<file path="config.mk">
export PLATFORM = sky130hd
export DESIGN_NAME = alu_arbiter
export DESIGN_NICKNAME = d
export VERILOG_FILES = /design/src/rtl/alu_arbiter.sv
export SDC_FILE = /design/constraint.sdc
export NUM_CORES = 1
export LEC_CHECK = 0
export CELL_PAD_IN_SITES_DETAIL_PLACEMENT = 1
export CELL_PAD_IN_SITES_GLOBAL_PLACEMENT = 2
export CORE_AREA = 2 2 155 157
export DETAILED_ROUTE_END_ITERATION = 6
export DIE_AREA = 0 0 157 159
export PLACE_DENSITY = 0.79
export SYNTH_ARGS = -nofsm -noshare
export SYNTH_HDL_FRONTEND = slang
export SYNTH_SLANG_ARGS = --single-unit
</file>
<file path="constraint.sdc">
create_clock -name clock -period 1.7 [get_ports clock]
set_input_delay 0.17 -clock clock [delete_from_list [all_inputs] [get_ports clock]]
set_output_delay 0.17 -clock clock [all_outputs]
set_load 0.005 [all_outputs]
</file>
<file path="src/rtl/alu_arbiter.sv">
// Two-requester front end for a shared combinational ALU: arbitrates, registers
// operands, captures the result one cycle later and holds it until accepted.
module alu_arbiter #(
  parameter int unsigned RR_EN = 1
) (
  input  logic        clock,
  input  logic        resetn,
  input  logic        req0,
  input  logic        req1,
  input  logic [31:0] a0,
  input  logic [31:0] a1,
  input  logic [31:0] b0,
  input  logic [31:0] b1,
  input  logic [3:0]  aluc0,
  input  logic [3:0]  aluc1,
  output logic        gnt0,
  output logic        gnt1,
  output logic [31:0] alu_a,
  output logic [31:0] alu_b,
  output logic [3:0]  alu_aluc,
  input  logic [31:0] alu_s,
  input  logic        alu_z,
  output logic        rsp_valid,
  input  logic        rsp_ready,
  output logic        rsp_id,
  output logic [31:0] rsp_s,
  output logic        rsp_z,
  output logic        rsp_err,
  output logic        busy
);

  typedef enum logic [1:0] {
    IDLE = 2'd0,
    EXEC = 2'd1,
    RESP = 2'd2
  } state_t;

  state_t      r_state;
  state_t      w_next;
  logic        r_last;
  logic [31:0] r_alu_a;
  logic [31:0] r_alu_b;
  logic [3:0]  r_alu_aluc;
  logic        r_rsp_valid;
  logic        r_rsp_id;
  logic [31:0] r_rsp_s;
  logic        r_rsp_z;
  logic        r_rsp_err;
  logic        w_pick1;
  logic        w_gnt0;
  logic        w_gnt1;
  logic        w_illegal;

  // Requester 1 wins when alone, or on a tie only in round-robin mode after a grant to 0.
  always_comb begin
    w_pick1 = req1 && (!req0 || ((RR_EN != 0) && !r_last));
    w_gnt0  = 1'b0;
    w_gnt1  = 1'b0;
    w_next  = r_state;
    case (r_state)
      IDLE: begin
        w_gnt0 = resetn && req0 && !w_pick1;
        w_gnt1 = resetn && w_pick1;
        if (w_gnt0 || w_gnt1) w_next = EXEC;
      end
      EXEC: w_next = RESP;
      RESP: if (rsp_ready) w_next = IDLE;
      default: w_next = IDLE;
    endcase
  end

  always_comb begin
    w_illegal = 1'b1;
    case (r_alu_aluc)
      4'b0000, 4'b0100, 4'b0001, 4'b0101,
      4'b0010, 4'b0110, 4'b0011, 4'b0111, 4'b1111: w_illegal = 1'b0;
      default: w_illegal = 1'b1;
    endcase
  end

  always_ff @(posedge clock) begin
    if (!resetn) r_state <= IDLE;
    else         r_state <= w_next;
  end

  always_ff @(posedge clock) begin
    if (!resetn) begin
      r_last      <= 1'b1;
      r_alu_a     <= '0;
      r_alu_b     <= '0;
      r_alu_aluc  <= '0;
      r_rsp_valid <= 1'b0;
      r_rsp_id    <= 1'b0;
      r_rsp_s     <= '0;
      r_rsp_z     <= 1'b0;
      r_rsp_err   <= 1'b0;
    end else begin
      case (r_state)
        IDLE: begin
          if (w_gnt0 || w_gnt1) begin
            r_alu_a    <= w_gnt1 ? a1 : a0;
            r_alu_b    <= w_gnt1 ? b1 : b0;
            r_alu_aluc <= w_gnt1 ? aluc1 : aluc0;
            r_rsp_id   <= w_gnt1;
            r_last     <= w_gnt1;
          end
        end
        EXEC: begin
          r_rsp_valid <= 1'b1;
          r_rsp_err   <= w_illegal;
          r_rsp_s     <= w_illegal ? '0 : alu_s;
          r_rsp_z     <= w_illegal ? 1'b1 : alu_z;
        end
        RESP: if (rsp_ready) r_rsp_valid <= 1'b0;
        default: r_rsp_valid <= 1'b0;
      endcase
    end
  end

  assign gnt0      = w_gnt0;
  assign gnt1      = w_gnt1;
  assign alu_a     = r_alu_a;
  assign alu_b     = r_alu_b;
  assign alu_aluc  = r_alu_aluc;
  assign rsp_valid = r_rsp_valid;
  assign rsp_id    = r_rsp_id;
  assign rsp_s     = r_rsp_s;
  assign rsp_z     = r_rsp_z;
  assign rsp_err   = r_rsp_err;
  assign busy      = (r_state != IDLE);

endmodule
</file>
==> metrics.cfg, run 1 <==
[run_status]
status = finished clean

[critical_path]
crit_path_end = gnt1
crit_chain = nor3b_2 > buf_4 > nand2_4 > inv_2 > clkdlybuf4s15_1
worst-path-stages = 5
critPathMaxStageDelay_ns = 0.35
crit_type = reg -> out
worst_ep_arrival_time_ns = 1.43
crit_path_start_kind = register
r2r-start = r_state[0]
crit_family = buffers and inverters
crit_fanout = 4
r2r_cells = 4
end_kind = primary output
cp_slowest_cell = dfxtp_2
r2r_end = alu_b[28]
reg2reg_setup_slack_ns = 0.19
crit_buf_inv = 3
startpoint = r_state[1]
worstPathRequired_ns = 1.53

[die]
die_area_mm2 = 0.02496
rows = 56
die_y_um = 159
start_util_pct = 19.92
die_x_um = 157
core_mm2 = 0.02319
io_pins = 281

[clock_tree]
htreeDepth = 3
cts_root_buf = clkbuf_16
cts_sinks = 108
insertion_delay_ns = 0.35
clk_path_buf_depth = 2
cts_tree = done
cts_made_buffers = 9
clk_pin_slew_ns = 0.09
hold_buffers = 0
postCtsSetupBuffers = 0

[routing]
wl_per_cell_um = 16.72
ant_nets = 0
dr.first_iter.drc_count = 116
wirelength_um = 18160
vias = 4637
first_pass_iters = 4
drc = 0
via_per_inst = 4.270

[power_and_ir_drop]
power_density_mw_per_mm2 = 821.2
p_leak_nw = 2.879
peakVddDrop_mv = 0.3911

[hold_path]
hp-class = in -> reg

[yosys]
synth_area_leaders = dfxtp_1 (47%), mux2i_1 (14%), a211oi_1 (10%)
synth_common_cells = dfxtp_1 (108), nor2_1 (67), mux2i_1 (64), a211oi_1 (63), nand2_1 (39)
yosysUniqueCellTypes = 38
synth_seq_cells = 108
synth-edff-count = 0
yosys.cell_count.top_type = dfxtp_1
post-synth-top-area-cell = dfxtp_1
yosysTopAreaCellShare_pct = 46.79
syn_inst = 489
netlist_area_mm2 = 0.004621
synth_area_per_cell_um2 = 9.449
yosysWarnings = 0
syn_nets = 663
seq_area_frac_synth_pct = 46.79
ys.flop_type = dfxtp_1
synthArstFlopShare_pct = 0

[global_routing]
grt_pass1_vias = 4880
gr-total-overflow = 0
track_usage_pct = 14.26
grt_busiest_layer = met2
grtUsageMet1_pct = 17.43
grt_pass1_wl_um = 27860
gr-usage-met3_pct = 5.090
grt_max_degree = 42
grtUsageMet2_pct = 23.68
antenna_found_initial = 1

[layout]
layout-drive-gt1-share_pct = 7.040
finalNonFillerCells = 1086
layout.nets = 936
diodes = 0
fillers = 2623
seq_area_mm2 = 0.002165
post-route-util_pct = 35.19
syn_to_final_growth_pct = 76.60
multi_input_area_mm2 = 0.002171

[sta]
fin_crit_ns = 1.601
slew_headroom_pct = 79.27
hold_viol_final = 0
setup_viol = 0
final.setup.tns_ns = 0
timing.hold.ws_ns = 0.3798
rsz0062_at_grt = true
max_clock_freq_mhz = 624.7
skew_ns = 0.009874
period_share_pct = 94.16
worstMarginPinSlew_ns = 0.3086
finalMaxSlewViolations = 0

[job]
maxCapViolations = 0

[placement]
dpl.cell_count = 1070
port_buffers = 280
dpl.hpwl_um = 13170
routabilityCongestion = 0.7187

worst reg2reg max path, delay by kind of cell, from the launching register on:
kind | cells | cell delay, ns
AOI/OAI and AO/OA | 1 | 0.09
buffers and inverters | 1 | 0.30
DFF | 1 | 0.35
muxes | 1 | 0.25
and+or+nand+nor | 1 | 0.40
area by class of cell:
type,instances,area share [%]
well taps,319,4.891
inverters,3,0.1533
multi-input cells,332,26.60
repair buffers,308,38.16
flip-flops and latches,108,26.53
clock buffers,10,2.806
clock inverters,6,0.8586
layer usage:
| metal | up-vias | routed length, um |
|---|---|---|
| met1 | 2183 | 7982 |
| met3 | 16 | 1444 |
| met5 | - | 13 |
| li1 | 2277 | - |
| met2 | 159 | 8432 |
| met4 | 2 | 282 |
sequential cells by signal, summed over array words and instances, names as in the netlist, 2 cells and up:
name	cells
rsp_s	32
alu_a	32
alu_aluc	4
r_state	2
alu_b	32
power breakdown:
group | switching [mW] | internal, mW
combinational | 0.595 | 1.02
clock | 1.08 | 1.16
sequential | 0.109 | 2.74
total | 1.79 | 4.91
cell usage in the layout (no fill, tap or decap), types with 2 or more instances in the layout:
cell type / count
a31oi_1: 3
buf_12: 8
nand3b_1: 33
mux2i_1: 64
nand3_1: 2
clkdlybuf4s50_1: 277
dfxtp_2: 2
clkbuf_16: 9
nor3_1: 4
dfxtp_1: 106
nand2_1: 39
buf_4: 19
inv_6: 2
a21oi_1: 35
nand2b_1: 2
a211oi_1: 63
nor2_1: 67
clkinvlp_4: 3
what timing repair did:
item / CTS / global route
resized for setup: 4 / 6
pin swaps: 0 / 0
endpoints found under the setup margin: 3 / 30
metrics by stage:
step           area [um^2]  power [mW]  setup WS, ns
6_report              8160       6.701       0.09924
5_1_grt               8160       7.084      -0.01671
4_1_cts               8155       6.847      0.001499
3_5_place_dp          7855       4.535       -0.2616
3_3_place_gp          7855       4.520       -0.2478
2_1_floorplan         4621       3.505        0.2397
worst min path at each step:
| stage | start | to | depth (start not counted) |
|---|---|---|---|
| floorplan | b0[21] | alu_b[21] | 2 |
| global placement | rsp_s[24] | rsp_s[24] | 2 |
| detailed placement | rsp_s[8] | rsp_s[8] | 2 |
| CTS | alu_s[20] | rsp_s[20] | 3 |
| global route | alu_s[16] | rsp_s[16] | 3 |
| finish | alu_s[21] | rsp_s[21] | 3 |
kinds of logic (layout without fill, tap and decap cells):
logic type | after synthesis | in the layout | share of synthesized area [%]
compound gates | 112 | 112 | 16.33
flops | 108 | 108 | 46.79
simple gates | 155 | 155 | 16.25
mux | 65 | 65 | 14.11
buf+inv | 49 | 327 | 6.526
(Power assumes the default switching activity.)
==> run 2, diff against run 1 <==
--- a/config.mk
+++ b/config.mk
@@ -7,10 +7,10 @@
 export LEC_CHECK = 0
 export CELL_PAD_IN_SITES_DETAIL_PLACEMENT = 1
 export CELL_PAD_IN_SITES_GLOBAL_PLACEMENT = 2
-export CORE_AREA = 2 2 155 157
+export CORE_AREA = 2 2 164 166
 export DETAILED_ROUTE_END_ITERATION = 6
-export DIE_AREA = 0 0 157 159
-export PLACE_DENSITY = 0.79
+export DIE_AREA = 0 0 166 168
+export PLACE_DENSITY = 0.74
 export SYNTH_ARGS = -nofsm -noshare
 export SYNTH_HDL_FRONTEND = slang
 export SYNTH_SLANG_ARGS = --single-unit
==> constraint.sdc (replaced) <==
create_clock -name clock -period 1.4 [get_ports clock]
set_input_delay 0.14 -clock clock [delete_from_list [all_inputs] [get_ports clock]]
set_output_delay 0.14 -clock clock [all_outputs]
set_load 0.005 [all_outputs]
==> run 2 against run 1 <==
Net effect:
- the run now ends with negative setup slack left
- clock skew increased by 0.00074 ns
- non-clock buffer count is 18 higher
- total power up 23%
- sequential power up 21%
- critical path depth increased by 1
- cell count grew 3.8%
- register-to-register slack got worse by 0.27 ns
- die area grew 12%
- design area rose by 5.8%
- first-iteration DRC count grew 23%
- wire length rose by 5.5%
- combinational power increased by 30%
- critical path type is now in -> reg
- largest power group unchanged
==> metrics.cfg, run 2 (same netlist as run 1, synthesis figures left out) <==
[placement]
dpl_cell_area_mm2 = 0.007930  ; +0.96%
dpl.hpwl_um = 13230  ; +0.44%
dpl.cell_count = 1098  ; +2.6%
port_buffers = 280  ; unchanged
routabilityCongestion = 0.7202  ; +0.21%

[sta]
hold_viol_final = 0  ; unchanged
worstMarginPinSlew_ns = 0.2982  ; -0.01041 ns
worst_slack_ns = -0.08076  ; -0.1800 ns
rsz0062_at_grt = true
slew_headroom_pct = 80.12  ; +0.85 points
fin_crit_ns = 1.481
max_clock_freq_mhz = 675.3
skew_ns = 0.01061  ; +0.0007359 ns
setup_viol = 48  ; +48
period_share_pct = 105.8
final.setup.tns_ns = -1.276  ; -1.276 ns
finalMaxSlewViolations = 0  ; unchanged

[clock_tree]
htreeDepth = 3  ; unchanged
cts_made_buffers = 9  ; unchanged
clk_pin_slew_ns = 0.08  ; about the same
cts_sinks = 108  ; unchanged
clk_path_buf_depth = 2  ; unchanged
insertion_delay_ns = 0.36  ; about the same
cts_root_buf = clkbuf_16
cts_tree = done

[critical_path]
crit_fanout = 30  ; +26
r2r-start = r_state[0]
crit_chain = clkdlybuf4s50_1 > buf_4 > and4bb_4 > buf_12 > mux2i_1 > a211oi_1
crit_path_end = alu_a[19]
critPathMaxStageDelay_ns = 0.52  ; +0.17 ns
worst-path-stages = 6  ; +1
crit_buf_inv = 3  ; unchanged
crit_path_start_kind = input port
end_kind = register
crit_family = buffers and inverters
worstPathRequired_ns = 1.64  ; +0.11 ns
startpoint = resetn
worst_ep_arrival_time_ns = 1.73  ; +0.30 ns
cp_slowest_cell = clkdlybuf4s50_1
r2r_cells = 4  ; unchanged
crit_type = in -> reg
r2r_end = alu_a[19]
reg2reg_setup_slack_ns = -0.08  ; -0.27 ns

[die]
start_util_pct = 17.54  ; -2.4 points
die_x_um = 166  ; +5.7%
die_area_mm2 = 0.02789  ; +12%
io_pins = 281  ; unchanged
die_y_um = 168  ; +5.7%
rows = 60  ; +7.1%
core_mm2 = 0.02635  ; +14%

[global_routing]
grt_max_degree = 54  ; +29%
antenna_found_initial = 4  ; +3
gr-total-overflow = 0  ; unchanged
grt_pass1_vias = 4822  ; -1.2%
track_usage_pct = 12.68  ; -1.6 points
grt_pass1_wl_um = 27870  ; about the same

[power_and_ir_drop]
power_density_mw_per_mm2 = 951.4  ; +16%
p_leak_nw = 3.724  ; +29%
fin_total_pwr_mw = 8.218  ; +23%
peakVddDrop_mv = 0.3840  ; -1.8%

[routing]
ant_nets = 0  ; unchanged
drc = 0  ; unchanged
wl_met1_um = 7904  ; -0.98%
wirelength_um = 19150  ; +5.5%
routed-wl-met3_um = 1460  ; +1.1%
top_layer = met5
first_pass_iters = 4  ; unchanged
routed-wl-met2_um = 9562  ; +13%
wl_per_cell_um = 16.99  ; +1.6%
via_per_inst = 4.211  ; -1.4%
vias = 4746  ; +2.4%
dr.first_iter.drc_count = 143  ; +23%

[hold_path]
min_from = alu_s[16]
hp-class = in -> reg
holdPathStages = 3  ; unchanged

[layout]
fin_area_mm2 = 0.008637  ; +5.8%
layout.nets = 954  ; +1.9%
fillers = 2989  ; +14%
finalNonFillerCells = 1127  ; +3.8%
syn_to_final_growth_pct = 86.92
final_common_cell = clkdlybuf4s50_1
mostFrequentLayoutCells = clkdlybuf4s50_1 (228), dfxtp_1 (93), nor2_1 (65)
post-route-util_pct = 32.78  ; -2.4 points
layout-drive-gt1-share_pct = 13.63  ; +6.6 points

[run_status]
violations = negative setup slack
status = finished with violations

[job]
maxCapViolations = 0  ; unchanged

run 2: changes by cell type in the layout (fill, tap and decap cells not counted), moves of 8 or more:
| cell | previous run | this run |
|---|---|---|
| dfxtp_2 | 2 | 15 |
| dfxtp_1 | 106 | 93 |
| dlygate4sd2_1 | 0 | 10 |
| a211oi_2 | 0 | 8 |
| a211oi_1 | 63 | 55 |
| clkdlybuf4s50_1 | 277 | 228 |
| dlymetal6s2s_1 | 1 | 39 |
run 2: cell type report:
type | count | area, um^2 | share of cell area (%)
Multi-Input combinational cell | 332 | 2260 | 26.16
Inverter | 3 | 12.51 | 0.1449
Clock inverter | 6 | 55.05 | 0.6374
Sequential cell | 108 | 2181 | 25.25
Antenna cell | 1 | 2.502 | 0.02897
Timing Repair Buffer | 326 | 3461 | 40.07
Clock buffer | 10 | 239.0 | 2.767
Tap cell | 341 | 426.7 | 4.940
run 2: repair_timing:
action                     CTS  global route
buffers inserted             4             3
pin swaps                   30            18
gates resized for setup     33            76
hold buffers                 0             0
gates cloned                 0             6
setup endpoints to repair   76           132
run 2: report_power, final:
| group | switching, mW | total [mW] | internal [mW] | leakage [nW] |
|---|---|---|---|---|
| Clock | 1.35 | 2.65 | 1.30 | 0.146 |
| Sequential | 0.131 | 3.46 | 3.33 | 0.891 |
| Combinational | 0.781 | 2.10 | 1.32 | 2.69 |
run 2: metrics by stage:
step	hold WS, ns	setup WS, ns
final	0.3432	-0.08076
after global routing	0.3494	-0.1657
after detailed placement	0.4431	-0.4812
after global placement	0.4376	-0.4219
after CTS	0.3325	-0.09237
after floorplan	0.2904	0.003926
run 2: worst min-delay path by stage:
stage                endpoint  slack (ns)
floorplan           alu_b[21]        0.29
global placement    rsp_s[24]        0.44
detailed placement   rsp_s[8]        0.44
CTS                 rsp_s[16]        0.33
global route        rsp_s[31]        0.35
finish              rsp_s[16]        0.34
run 2: tightest hold or removal path, stage by stage:
cell and delay, ns:
clkdlybuf4s50_1 0.40, nand3b_1 0.08, a21oi_1 0.05
run 2: metal layers:
layer / up-vias / track usage (%)
li1: 2321 / -
met3: 18 / 5.195
met4: 6 / 3.592
met2: 151 / 21.67
met1: 2250 / 14.60
met5: - / 0
==> run 3, diff against run 2 <==
--- a/config.mk
+++ b/config.mk
@@ -14,3 +14,4 @@
 export SYNTH_ARGS = -nofsm -noshare
 export SYNTH_HDL_FRONTEND = slang
 export SYNTH_SLANG_ARGS = --single-unit
+export TNS_END_PERCENT = 5
==> run 3 against run 2 <==
Net effect:
- the flow still finishes with violations (negative setup slack)
- register-to-register slack hardly changed
- wire length shrank 4.6%
- total power down 1.8%
- sequential power barely moved
- via count fell by 1.5%
- critical endpoint is now alu_a[23]
- largest power group unchanged
==> metrics.cfg, run 3 (same netlist as run 1, synthesis figures left out) <==
[run_status]
status = finished with violations
violations = negative setup slack

[sta]
worst_slack_ns = -0.07710  ; +0.003659 ns
rsz0062_at_grt = true
period_share_pct = 105.5  ; -0.26 points
worstMarginPinSlew_ns = 0.2977  ; -0.0004584 ns
slew_headroom_pct = 80.15  ; about the same
skew_ns = 0.008730  ; -0.001880 ns
fin_crit_ns = 1.477  ; -0.003659 ns
hold_viol_final = 0  ; unchanged
finalMaxSlewViolations = 0  ; unchanged
setup_viol = 49  ; +2.1%
max_clock_freq_mhz = 677.0  ; +0.25%

[clock_tree]
cts_made_buffers = 9  ; unchanged
insertion_delay_ns = 0.36  ; about the same
clk_pin_slew_ns = 0.08  ; about the same
cts_root_buf = clkbuf_16
cts_sinks = 108  ; unchanged
clk_path_buf_depth = 2  ; unchanged
cts_tree = done
htreeDepth = 3  ; unchanged
hold_buffers = 0  ; unchanged

[routing]
first_pass_iters = 4  ; unchanged
dr.first_iter.drc_count = 163  ; +14%
drc = 0  ; unchanged
ant_nets = 0  ; unchanged
via_per_inst = 4.182  ; -0.68%
wl_per_cell_um = 16.33  ; -3.9%
vias = 4676  ; -1.5%
wirelength_um = 18260  ; -4.6%

[power_and_ir_drop]
power_density_mw_per_mm2 = 961.9  ; +1.1%
peakVddDrop_mv = 0.3837  ; about the same
p_leak_nw = 3.626  ; -2.6%

[placement]
dpl.hpwl_um = 13230  ; unchanged
routabilityCongestion = 0.7202  ; unchanged
port_buffers = 280  ; unchanged
dpl_cell_area_mm2 = 0.007930  ; unchanged
dpl.cell_count = 1098  ; unchanged
place_ws_ns = -0.4812  ; unchanged

[die]
rows = 60  ; unchanged
die_x_um = 166  ; unchanged
start_util_pct = 17.54  ; unchanged
die_y_um = 168  ; unchanged
io_pins = 281  ; unchanged
die_area_mm2 = 0.02789  ; unchanged
core_mm2 = 0.02635  ; unchanged

[global_routing]
gr-total-overflow = 0  ; unchanged
track_usage_pct = 12.66  ; -0.020 points
grt_max_degree = 54  ; unchanged
grt_pass1_wl_um = 27830  ; -0.13%
antenna_found_initial = 4  ; unchanged
grt_pass1_vias = 4805  ; -0.35%

[layout]
fillers = 3006  ; +0.57%
finalNonFillerCells = 1118  ; -0.80%
post-route-util_pct = 31.83  ; -0.95 points
layout.nets = 945  ; -0.94%
syn_to_final_growth_pct = 81.51
final_common_cell = clkdlybuf4s50_1
mostFrequentLayoutCells = clkdlybuf4s50_1 (228), dfxtp_1 (95), nor2_1 (67)
fin_area_mm2 = 0.008387  ; -2.9%
layout-drive-gt1-share_pct = 10.70  ; -2.9 points

[critical_path]
worstPathRequired_ns = 1.64  ; about the same
worst_ep_arrival_time_ns = 1.72  ; about the same
crit_path_start_kind = register
crit_fanout = 30  ; unchanged
crit_type = reg -> reg
end_kind = register

[hold_path]
hp-class = in -> reg

[job]
maxCapViolations = 0  ; unchanged

[run 3: per-stage QoR]
stage               power, mW  setup TNS [ns]  hold slack (ns)
floorplan               4.257               0           0.2904
global placement        5.519          -25.97           0.4376
detailed placement      5.535          -30.29           0.4431
CTS                     8.283          -1.686           0.3325
global route            8.533          -6.341           0.3513
finish                  8.067          -1.380           0.3418
[run 3: final timing paths]
path / from / to / slack (ns) / depth (start not counted)
setup reg to reg: r_state[0] / alu_a[23] / -0.08 / 4
hold reg to reg: rsp_s[2] / rsp_s[2] / 0.45 / 2
setup / recovery: r_state[0] / alu_a[23] / -0.08 / 4
hold / removal: alu_s[16] / rsp_s[16] / 0.34 / 3
[run 3: worst max-delay path, stage by stage (launching register included)]
cell and delay [ns]:
dfxtp_2 0.34, and4bb_4 0.40, buf_12 0.25, mux2i_1 0.24, a211oi_1 0.09
[run 3: per-layer routing]
layer	vias to the layer above	GRT usage, %	wire (um)
met1	2210	14.55	7596
met5	-	0	32
met2	146	21.74	9002
met3	17	5.172	1453
li1	2297	-	-
met4	6	3.440	171
[run 3: final cells by class]
cell class | count | area, um^2 | area share [%]
flip-flops and latches | 108 | 2178 | 25.97
repair buffers | 317 | 3267 | 38.95
diodes | 1 | 2.502 | 0.02984
well taps | 341 | 426.7 | 5.087
clock inverters | 6 | 55.05 | 0.6564
clock buffers | 10 | 239.0 | 2.849
multi-input cells | 332 | 2206 | 26.30
inverters | 3 | 12.51 | 0.1492
[run 3: what timing repair did]
item	4_1_cts	5_1_grt
gates cloned	0	0
endpoints found under the setup margin	76	131
pin swaps	47	2
setup buffers	3	0
gates resized for setup	31	53
[run 3: power by group]
group,internal [mW],switching [mW]
clock,1.30,1.34
sequential,3.33,0.131
combinational,1.23,0.732
total,5.86,2.21
